--- src/rtl/pipeline_ctrl_pkg.sv ---
// ============================================================================
// Module   : pipeline_ctrl_pkg
// Purpose  : Shared pipeline control types, state encoding and defaults.
// Revision : 1.0 - initial release
// ============================================================================
`default_nettype none

package pipeline_ctrl_pkg;

    typedef enum logic [0:0] {
        RUN      = 1'b0,
        MEM_WAIT = 1'b1
    } state_e;

    localparam int unsigned c_default_timeout = 16;
    localparam int unsigned c_default_cnt_w   = 16;
    localparam int unsigned c_wait_cnt_w      = 8;

    typedef struct packed {
        logic freeze_if;
        logic freeze_id;
        logic flush_id;
        logic flush_exe;
        logic freeze_back;
    } ctrl_t;

    // Priority: memory stall, then taken branch, then ID hazard.
    function automatic ctrl_t f_decode(input logic mem_stall,
                                       input logic branch_taken,
                                       input logic hazard);
        ctrl_t c;
        c = '0;
        if (mem_stall) begin
            c.freeze_if   = 1'b1;
            c.freeze_id   = 1'b1;
            c.freeze_back = 1'b1;
        end else if (branch_taken) begin
            c.flush_id  = 1'b1;
            c.flush_exe = 1'b1;
        end else if (hazard) begin
            c.freeze_if = 1'b1;
            c.freeze_id = 1'b1;
            c.flush_exe = 1'b1;
        end
        return c;
    endfunction

endpackage

`default_nettype wire

--- src/rtl/pipeline_ctrl_if.sv ---
// ============================================================================
// Module   : pipeline_ctrl_if
// Purpose  : Hazard/branch/memory status in, pipeline freeze/flush/stats out.
// Revision : 1.0 - initial release
// ============================================================================
`default_nettype none

interface pipeline_ctrl_if
    import pipeline_ctrl_pkg::*;
#(
    parameter int unsigned CNT_W = c_default_cnt_w
);
    logic             hazard;
    logic             branch_taken;
    logic             mem_access;
    logic             mem_ready;
    logic             freeze_if;
    logic             freeze_id;
    logic             flush_id;
    logic             flush_exe;
    logic             freeze_back;
    logic             mem_err;
    logic [CNT_W-1:0] stall_cnt;
    logic [CNT_W-1:0] flush_cnt;

    modport master (
        output hazard, branch_taken, mem_access, mem_ready,
        input  freeze_if, freeze_id, flush_id, flush_exe, freeze_back,
        input  mem_err, stall_cnt, flush_cnt
    );

    modport slave (
        input  hazard, branch_taken, mem_access, mem_ready,
        output freeze_if, freeze_id, flush_id, flush_exe, freeze_back,
        output mem_err, stall_cnt, flush_cnt
    );
endinterface

`default_nettype wire

--- src/rtl/pipeline_ctrl_sat_counter.sv ---
// ============================================================================
// Module   : sat_counter
// Purpose  : Width-parameterised counter with enable that holds at all-ones.
// Revision : 1.0 - initial release
// ============================================================================
`default_nettype none

module sat_counter #(
    parameter int unsigned WIDTH = 16
) (
    input  wire logic             clk,
    input  wire logic             rst,
    input  wire logic             en_i,
    output logic      [WIDTH-1:0] cnt_o
);
    logic [WIDTH-1:0] cnt_q;
    logic [WIDTH-1:0] cnt_d;

    always_comb begin
        cnt_d = cnt_q;
        if (en_i && (cnt_q != {WIDTH{1'b1}})) begin
            cnt_d = cnt_q + 1'b1;
        end
    end

    always_ff @(posedge clk or posedge rst) begin
        if (rst) begin
            cnt_q <= '0;
        end else begin
            cnt_q <= cnt_d;
        end
    end

    assign cnt_o = cnt_q;
endmodule

`default_nettype wire

--- src/rtl/pipeline_ctrl.sv ---
// ============================================================================
// Module   : pipeline_ctrl
// Purpose  : Pipeline freeze/flush control with memory-wait timeout and stats.
// Revision : 1.0 - initial release
// ============================================================================
`default_nettype none

module pipeline_ctrl
    import pipeline_ctrl_pkg::*;
#(
    parameter int unsigned TIMEOUT = c_default_timeout,
    // Must match the CNT_W of the connected interface instance.
    parameter int unsigned CNT_W   = c_default_cnt_w
) (
    input  wire logic clk,
    input  wire logic rst,
    pipeline_ctrl_if.slave pif
);
    localparam logic [c_wait_cnt_w-1:0] c_timeout_m1 = c_wait_cnt_w'(TIMEOUT - 1);

    state_e                  state_q;
    logic [c_wait_cnt_w-1:0] wait_cnt_q;
    logic                    mem_err_q;
    logic                    mem_stall_w;
    ctrl_t                   ctrl_w;
    logic                    stall_en_w;
    logic                    flush_en_w;

    assign mem_stall_w = pif.mem_access & ~pif.mem_ready;

    // Outputs are forced low while reset is held, whatever the inputs do.
    always_comb begin
        ctrl_w = '0;
        if (!rst) begin
            ctrl_w = f_decode(mem_stall_w, pif.branch_taken, pif.hazard);
        end
    end

    assign stall_en_w = ctrl_w.freeze_if;
    assign flush_en_w = ctrl_w.flush_id;

    always_ff @(posedge clk or posedge rst) begin
        if (rst) begin
            state_q    <= RUN;
            wait_cnt_q <= '0;
            mem_err_q  <= 1'b0;
        end else begin
            case (state_q)
                RUN: begin
                    if (mem_stall_w) begin
                        state_q    <= MEM_WAIT;
                        wait_cnt_q <= '0;
                    end
                end
                MEM_WAIT: begin
                    if (!mem_stall_w) begin
                        state_q <= RUN;
                    end else if (wait_cnt_q == c_timeout_m1) begin
                        // Counter parks at the limit; stalling carries on.
                        mem_err_q <= 1'b1;
                    end else begin
                        wait_cnt_q <= wait_cnt_q + 1'b1;
                    end
                end
                default: begin
                    state_q <= RUN;
                end
            endcase
        end
    end

    sat_counter #(
        .WIDTH (CNT_W)
    ) u_stall_cnt (
        .clk   (clk),
        .rst   (rst),
        .en_i  (stall_en_w),
        .cnt_o (pif.stall_cnt)
    );

    sat_counter #(
        .WIDTH (CNT_W)
    ) u_flush_cnt (
        .clk   (clk),
        .rst   (rst),
        .en_i  (flush_en_w),
        .cnt_o (pif.flush_cnt)
    );

    assign pif.freeze_if   = ctrl_w.freeze_if;
    assign pif.freeze_id   = ctrl_w.freeze_id;
    assign pif.flush_id    = ctrl_w.flush_id;
    assign pif.flush_exe   = ctrl_w.flush_exe;
    assign pif.freeze_back = ctrl_w.freeze_back;
    assign pif.mem_err     = mem_err_q;
endmodule

`default_nettype wire

--- src/flat_wrapper.sv ---
// flat-port wrapper written by rule: the top's interface ports become plain ports
module pipeline_ctrl_flat import pipeline_ctrl_pkg::*;
#(
    parameter int unsigned TIMEOUT = c_default_timeout,
                                                                
    parameter int unsigned CNT_W   = c_default_cnt_w
)
  (clk, rst, pif_hazard, pif_branch_taken, pif_mem_access, pif_mem_ready, pif_freeze_if, pif_freeze_id, pif_flush_id, pif_flush_exe, pif_freeze_back, pif_mem_err, pif_stall_cnt, pif_flush_cnt);
  pipeline_ctrl_if #(.CNT_W(CNT_W)) pif_i ();
  input  wire logic clk;
  input  wire logic rst;
  input wire logic [$bits(pif_i.hazard)-1:0] pif_hazard;
  input wire logic [$bits(pif_i.branch_taken)-1:0] pif_branch_taken;
  input wire logic [$bits(pif_i.mem_access)-1:0] pif_mem_access;
  input wire logic [$bits(pif_i.mem_ready)-1:0] pif_mem_ready;
  output wire logic [$bits(pif_i.freeze_if)-1:0] pif_freeze_if;
  output wire logic [$bits(pif_i.freeze_id)-1:0] pif_freeze_id;
  output wire logic [$bits(pif_i.flush_id)-1:0] pif_flush_id;
  output wire logic [$bits(pif_i.flush_exe)-1:0] pif_flush_exe;
  output wire logic [$bits(pif_i.freeze_back)-1:0] pif_freeze_back;
  output wire logic [$bits(pif_i.mem_err)-1:0] pif_mem_err;
  output wire logic [$bits(pif_i.stall_cnt)-1:0] pif_stall_cnt;
  output wire logic [$bits(pif_i.flush_cnt)-1:0] pif_flush_cnt;
  assign pif_i.hazard = pif_hazard;
  assign pif_i.branch_taken = pif_branch_taken;
  assign pif_i.mem_access = pif_mem_access;
  assign pif_i.mem_ready = pif_mem_ready;
  assign pif_freeze_if = pif_i.freeze_if;
  assign pif_freeze_id = pif_i.freeze_id;
  assign pif_flush_id = pif_i.flush_id;
  assign pif_flush_exe = pif_i.flush_exe;
  assign pif_freeze_back = pif_i.freeze_back;
  assign pif_mem_err = pif_i.mem_err;
  assign pif_stall_cnt = pif_i.stall_cnt;
  assign pif_flush_cnt = pif_i.flush_cnt;
  pipeline_ctrl #(.TIMEOUT(TIMEOUT), .CNT_W(CNT_W)) u_core (.clk(clk), .rst(rst), .pif(pif_i));
endmodule
--- config.mk ---
export PLATFORM = sky130hd
export DESIGN_NAME = pipeline_ctrl_flat
export DESIGN_NICKNAME = d
export VERILOG_FILES = /design/src/rtl/pipeline_ctrl_pkg.sv /design/src/rtl/pipeline_ctrl_if.sv /design/src/rtl/pipeline_ctrl_sat_counter.sv /design/src/rtl/pipeline_ctrl.sv /design/src/flat_wrapper.sv
export SDC_FILE = /design/constraint.sdc
export NUM_CORES = 1
export LEC_CHECK = 0
export CAP_MARGIN = 40
export CORE_MARGIN = 8
export CORE_UTILIZATION = 40
export DETAILED_ROUTE_END_ITERATION = 10
export PLACE_DENSITY = 0.68
export SLEW_MARGIN = 25
export SYNTH_ARGS = -nofsm -noshare
export SYNTH_HDL_FRONTEND = slang
export SYNTH_HIERARCHICAL = 1
export SYNTH_SLANG_ARGS = --single-unit
--- constraint.sdc ---
create_clock -name clk -period 2.8 [get_ports clk]
set_input_delay 0.28 -clock clk [delete_from_list [all_inputs] [get_ports clk]]
set_output_delay 0.28 -clock clk [all_outputs]
set_load 0.03 [all_outputs]
==> metrics.md <==
| Metric | Value |
|---|---|
| Mapped Cells | `201` |
| Worst Path Buf+Inv | `3` |
| Syn-to-layout area delta | `27.6%` |
| Required arrival time at the worst endpoint | `2520 ps` |
| Worst-path cell chain | `clkdlybuf4s50_1, nand2b_4, clkinv_1, nor3_1, clkdlybuf4s50_1` |
| # port buffers | `43` |
| # IOs | `44` |
| Synth Net Count | `210` |
| Delay-heaviest family, CP | `buffers and inverters` |
| Endpoint type of the worst setup path | `output port` |
| Clock tree from TritonCTS | `built` |
| Final period util | `80.1%` |
| Fin crit period | `2240 ps` |
| CP max FO | `6` |
| Final Hold Viols | `0` |
| Synth Area in Simple Gates | `between 20% and 30%` |
| CTS clk-pin slew, worst paths | `70 ps` |
| Antenna-violating nets left | `0` |
| Worst path most repeated cell | `clkdlybuf4s50_1` |
| Die area | `8100 µm²` |
| DR vias/cell | `5.20` |
| R2R Path End | `u_core/wait_cnt_q[6]` |
| Cell area after placement | `2720 µm²` |
| Leak pwr | `around 1.2 nW` |
| Fin cells | `between 300 and 400` |
| Nets | `261` |
| Hold slack | `437 ps` |
| Synthesis Warnings | `6` |
| Die Ht | `90.0 µm` |
| CTS root buf | `clkbuf_8` |
| Post-CTS Resized | `0` |
| Ys async rst share | `between 90% and 100%` |
| Avg Synthesized Cell Area | `about 11 µm²` |
| Number of global-route vias before repair | `1781` |
| Post-CTS Hold Buffers | `0` |
| Synth Area in Adders | `1.71%` |
| Synth cell types | `38` |
| Most frequent cells after synthesis | `42 x dfrtp_1, 22 x xnor2_1, 16 x nand2_1, 16 x nand3_1, 12 x nand4_1` |
| Synth Area in Compound Gates | `8.17%` |
| FP Rows | `27` |
| Fillers | `514` |
| Slew Viols, Final | `0` |
| Top FF cell, synth | `dfrtp_1` |
| Final HPWL DP | `3.46 mm` |
| Sequential area share after synthesis | `48.0%` |
| GRT Max-Usage Layer | `met2` |
| Met1 Track Usage GR | `14.2%` |
| Fmax | `between 400 and 500 MHz` |
| VDD IR max | `0.447 mV` |
| CP startpoint kind | `input port` |
| R2R depth | `5` |
| Total negative setup slack | `0 ps` |
| Core area | `about 5400 µm²` |
| EDFF count, synth | `0` |
| Clk Latency, worst-skew pair | `280 ps` |
| Reg2Reg Setup Slack | `1080 ps` |
| Routed vias | `1684` |
| Largest net degree at the start of global routing | `17` |
| Drt total wl | `4.59 mm` |
| Clock net sink count | `between 40 and 50` |
| RSZ-0062 raised after global routing | `no` |
| Largest cells by area after synthesis | `dfrtp_1 48%, xnor2_1 8.8%, nand3_1 3.7%` |
| PD cells | `~600 nW/µm²` |
| Slowest-stage cell, CP | `clkdlybuf4s50_1` |
| Design Area, Final | `about 2800 µm²` |
| Depth of the CTS H-tree | `2` |
| WS Path Type | `in2out` |
| Placer Congestion | `0.774` |
| CTS buffer count | `5` |
| CTS max path bufs | `2` |
| RR Startpoint | `u_core/wait_cnt_q[0]` |
| Hold Path Class | `in2async` |
| Mapped Area | `2190 µm²` |
| Worst path max stage delay | `around 700 ps` |
| Die Width | `approximately 90 µm` |
| Run status | `completed` |
| Xor and xnor area share after synthesis | `8.80%` |
| # setup viols final | `0` |
| Top-count cell post-synth | `dfrtp_1` |
| Synthesis-stage register bit count | `42` |
| Diodes inserted | `0` |
| Synth top area share | `48.0%` |
| Crit path arrival time | `between 1500 and 2000 ps` |
| Initial DRT Pass Iterations | `4` |
| DRC viols | `0` |
| WL/cell | `around 14 µm` |
| Mux contribution to synthesized area | `2.97%` |
| Post-CTS Repair Setup Buffers | `0` |
| First-pass GRT wire length | `8.18 mm` |
| Placed cells | `317` |
| Initial Utilization | `40.5%` |
| GRT Residual Overflow | `0` |
| Layout cell share with drive strength beyond 1 | `12.3%` |
| Number of antenna violations at the first check in global routing | `0` |
| Maxcap violations | `0` |
| Drt initial violations | `65` |
| Worst Skew | `between 2 and 2.5 ps` |
| Slew headroom | `a little under three fifths` |
| Met2 track demand over resource | `19.4%` |
| Yosys top cell by area | `dfrtp_1` |
| GR Util All Layers | `a little under an eighth` |
| Largest family of logic cells by synthesized area | `simple AND/OR/NAND/NOR gates` |
| Slew of the pin with the lowest slew margin | `646 ps` |
| GR Layer Usage met3 | `4.07%` |
[registers in the layout, indices dropped and copies added, names as in the netlist]
| signal | flops |
|---|---|
| u_core/u_flush_cnt/cnt_o | 16 |
| u_core/u_stall_cnt/cnt_o | 16 |
| u_core/wait_cnt_q | 8 |
| u_core/pif.mem_err | 1 |
| u_core/state_q | 1 |
[layer usage]
layer	up-vias	wire [µm]
li1	832	-
met2	35	2190
met4	0	74
met3	5	242
met1	812	2080
met5	-	0
[through the flow]
| stage | worst slack [ps] | utilization, % | power (mW) |
|---|---|---|---|
| after CTS | 540 | 51.7 | 1.72 |
| after floorplan | 626 | - | 1.12 |
| after global routing | 453 | 51.7 | 1.80 |
| after global placement | 563 | 50.3 | 1.34 |
| after detailed placement | 546 | 50.3 | 1.35 |
| final | 556 | 51.7 | 1.69 |
[power breakdown]
part | total (mW) | internal [mW] | switching [mW]
logic | 0.529 | 0.230 | 0.299
registers | 0.801 | 0.685 | 0.116
clock network | 0.356 | 0.172 | 0.185
total | 1.69 | 1.09 | 0.600
[final cells by class]
type	instances	area [µm²]	area share, %
Clock buffer	7	76.3	2.73
Inverter	6	22.5	0.806
Multi-Input combinational cell	152	1110	39.7
Sequential cell	42	1050	37.6
Tap cell	72	90.1	3.22
Timing Repair Buffer	45	445	15.9
[cell families (layout without fill, tap and decap cells)]
group                      count (synthesis)  after routing
AOI/OAI and AO/OA                         26             26
xor gates and xnor gates                  22             22
adders and majority gates                  3              3
buffers and inverters                      7             58
DFF                                       42             42
muxes                                      6              6
and+or+nand+nor                           95             95
[cells in the final DEF (no fill, tap or decap), drive strengths merged]
cell type,synthesis,final
mux2,4,4
clkinv,1,1
buf,1,2
and2,4,4
a21oi,6,6
nor2,9,9
nor4,3,3
xnor2,22,22
a21o,1,1
and3,11,11
o31ai,1,1
o21a,3,3
nor3,1,1
nand4b,1,1
nand2,18,18
and4,9,9
clkbuf,0,7
inv,5,5
dfrtp,42,42
nand4,16,16
nand3,16,16
nand2b,6,6
o41ai,2,2
ha,3,3
clkdlybuf4s50,0,43
mux2i,2,2
o21ai,12,12
or2,1,1
a21boi,1,1
[worst max path at each step]
stage	slack (ps)	start	endpoint	cells past startpoint
after global placement	560	pif_mem_ready	pif_flush_exe	5
after floorplan	630	pif_branch_taken	u_core/u_stall_cnt/cnt_o[14]	6
after CTS	540	pif_mem_ready	pif_flush_exe	5
final	560	pif_mem_ready	pif_flush_exe	5
after detailed placement	550	rst	u_core/u_flush_cnt/cnt_o[14]	7
after global routing	450	pif_mem_ready	pif_flush_exe	5
[worst reg2reg max path, cell delays in order (launching register included)]
cell	delay, ps
dfrtp_1	400
ha_1	250
nand4b_2	190
o41ai_4	440
or2_4	250
o41ai_2	70
Power figures use the tool's default switching activity.
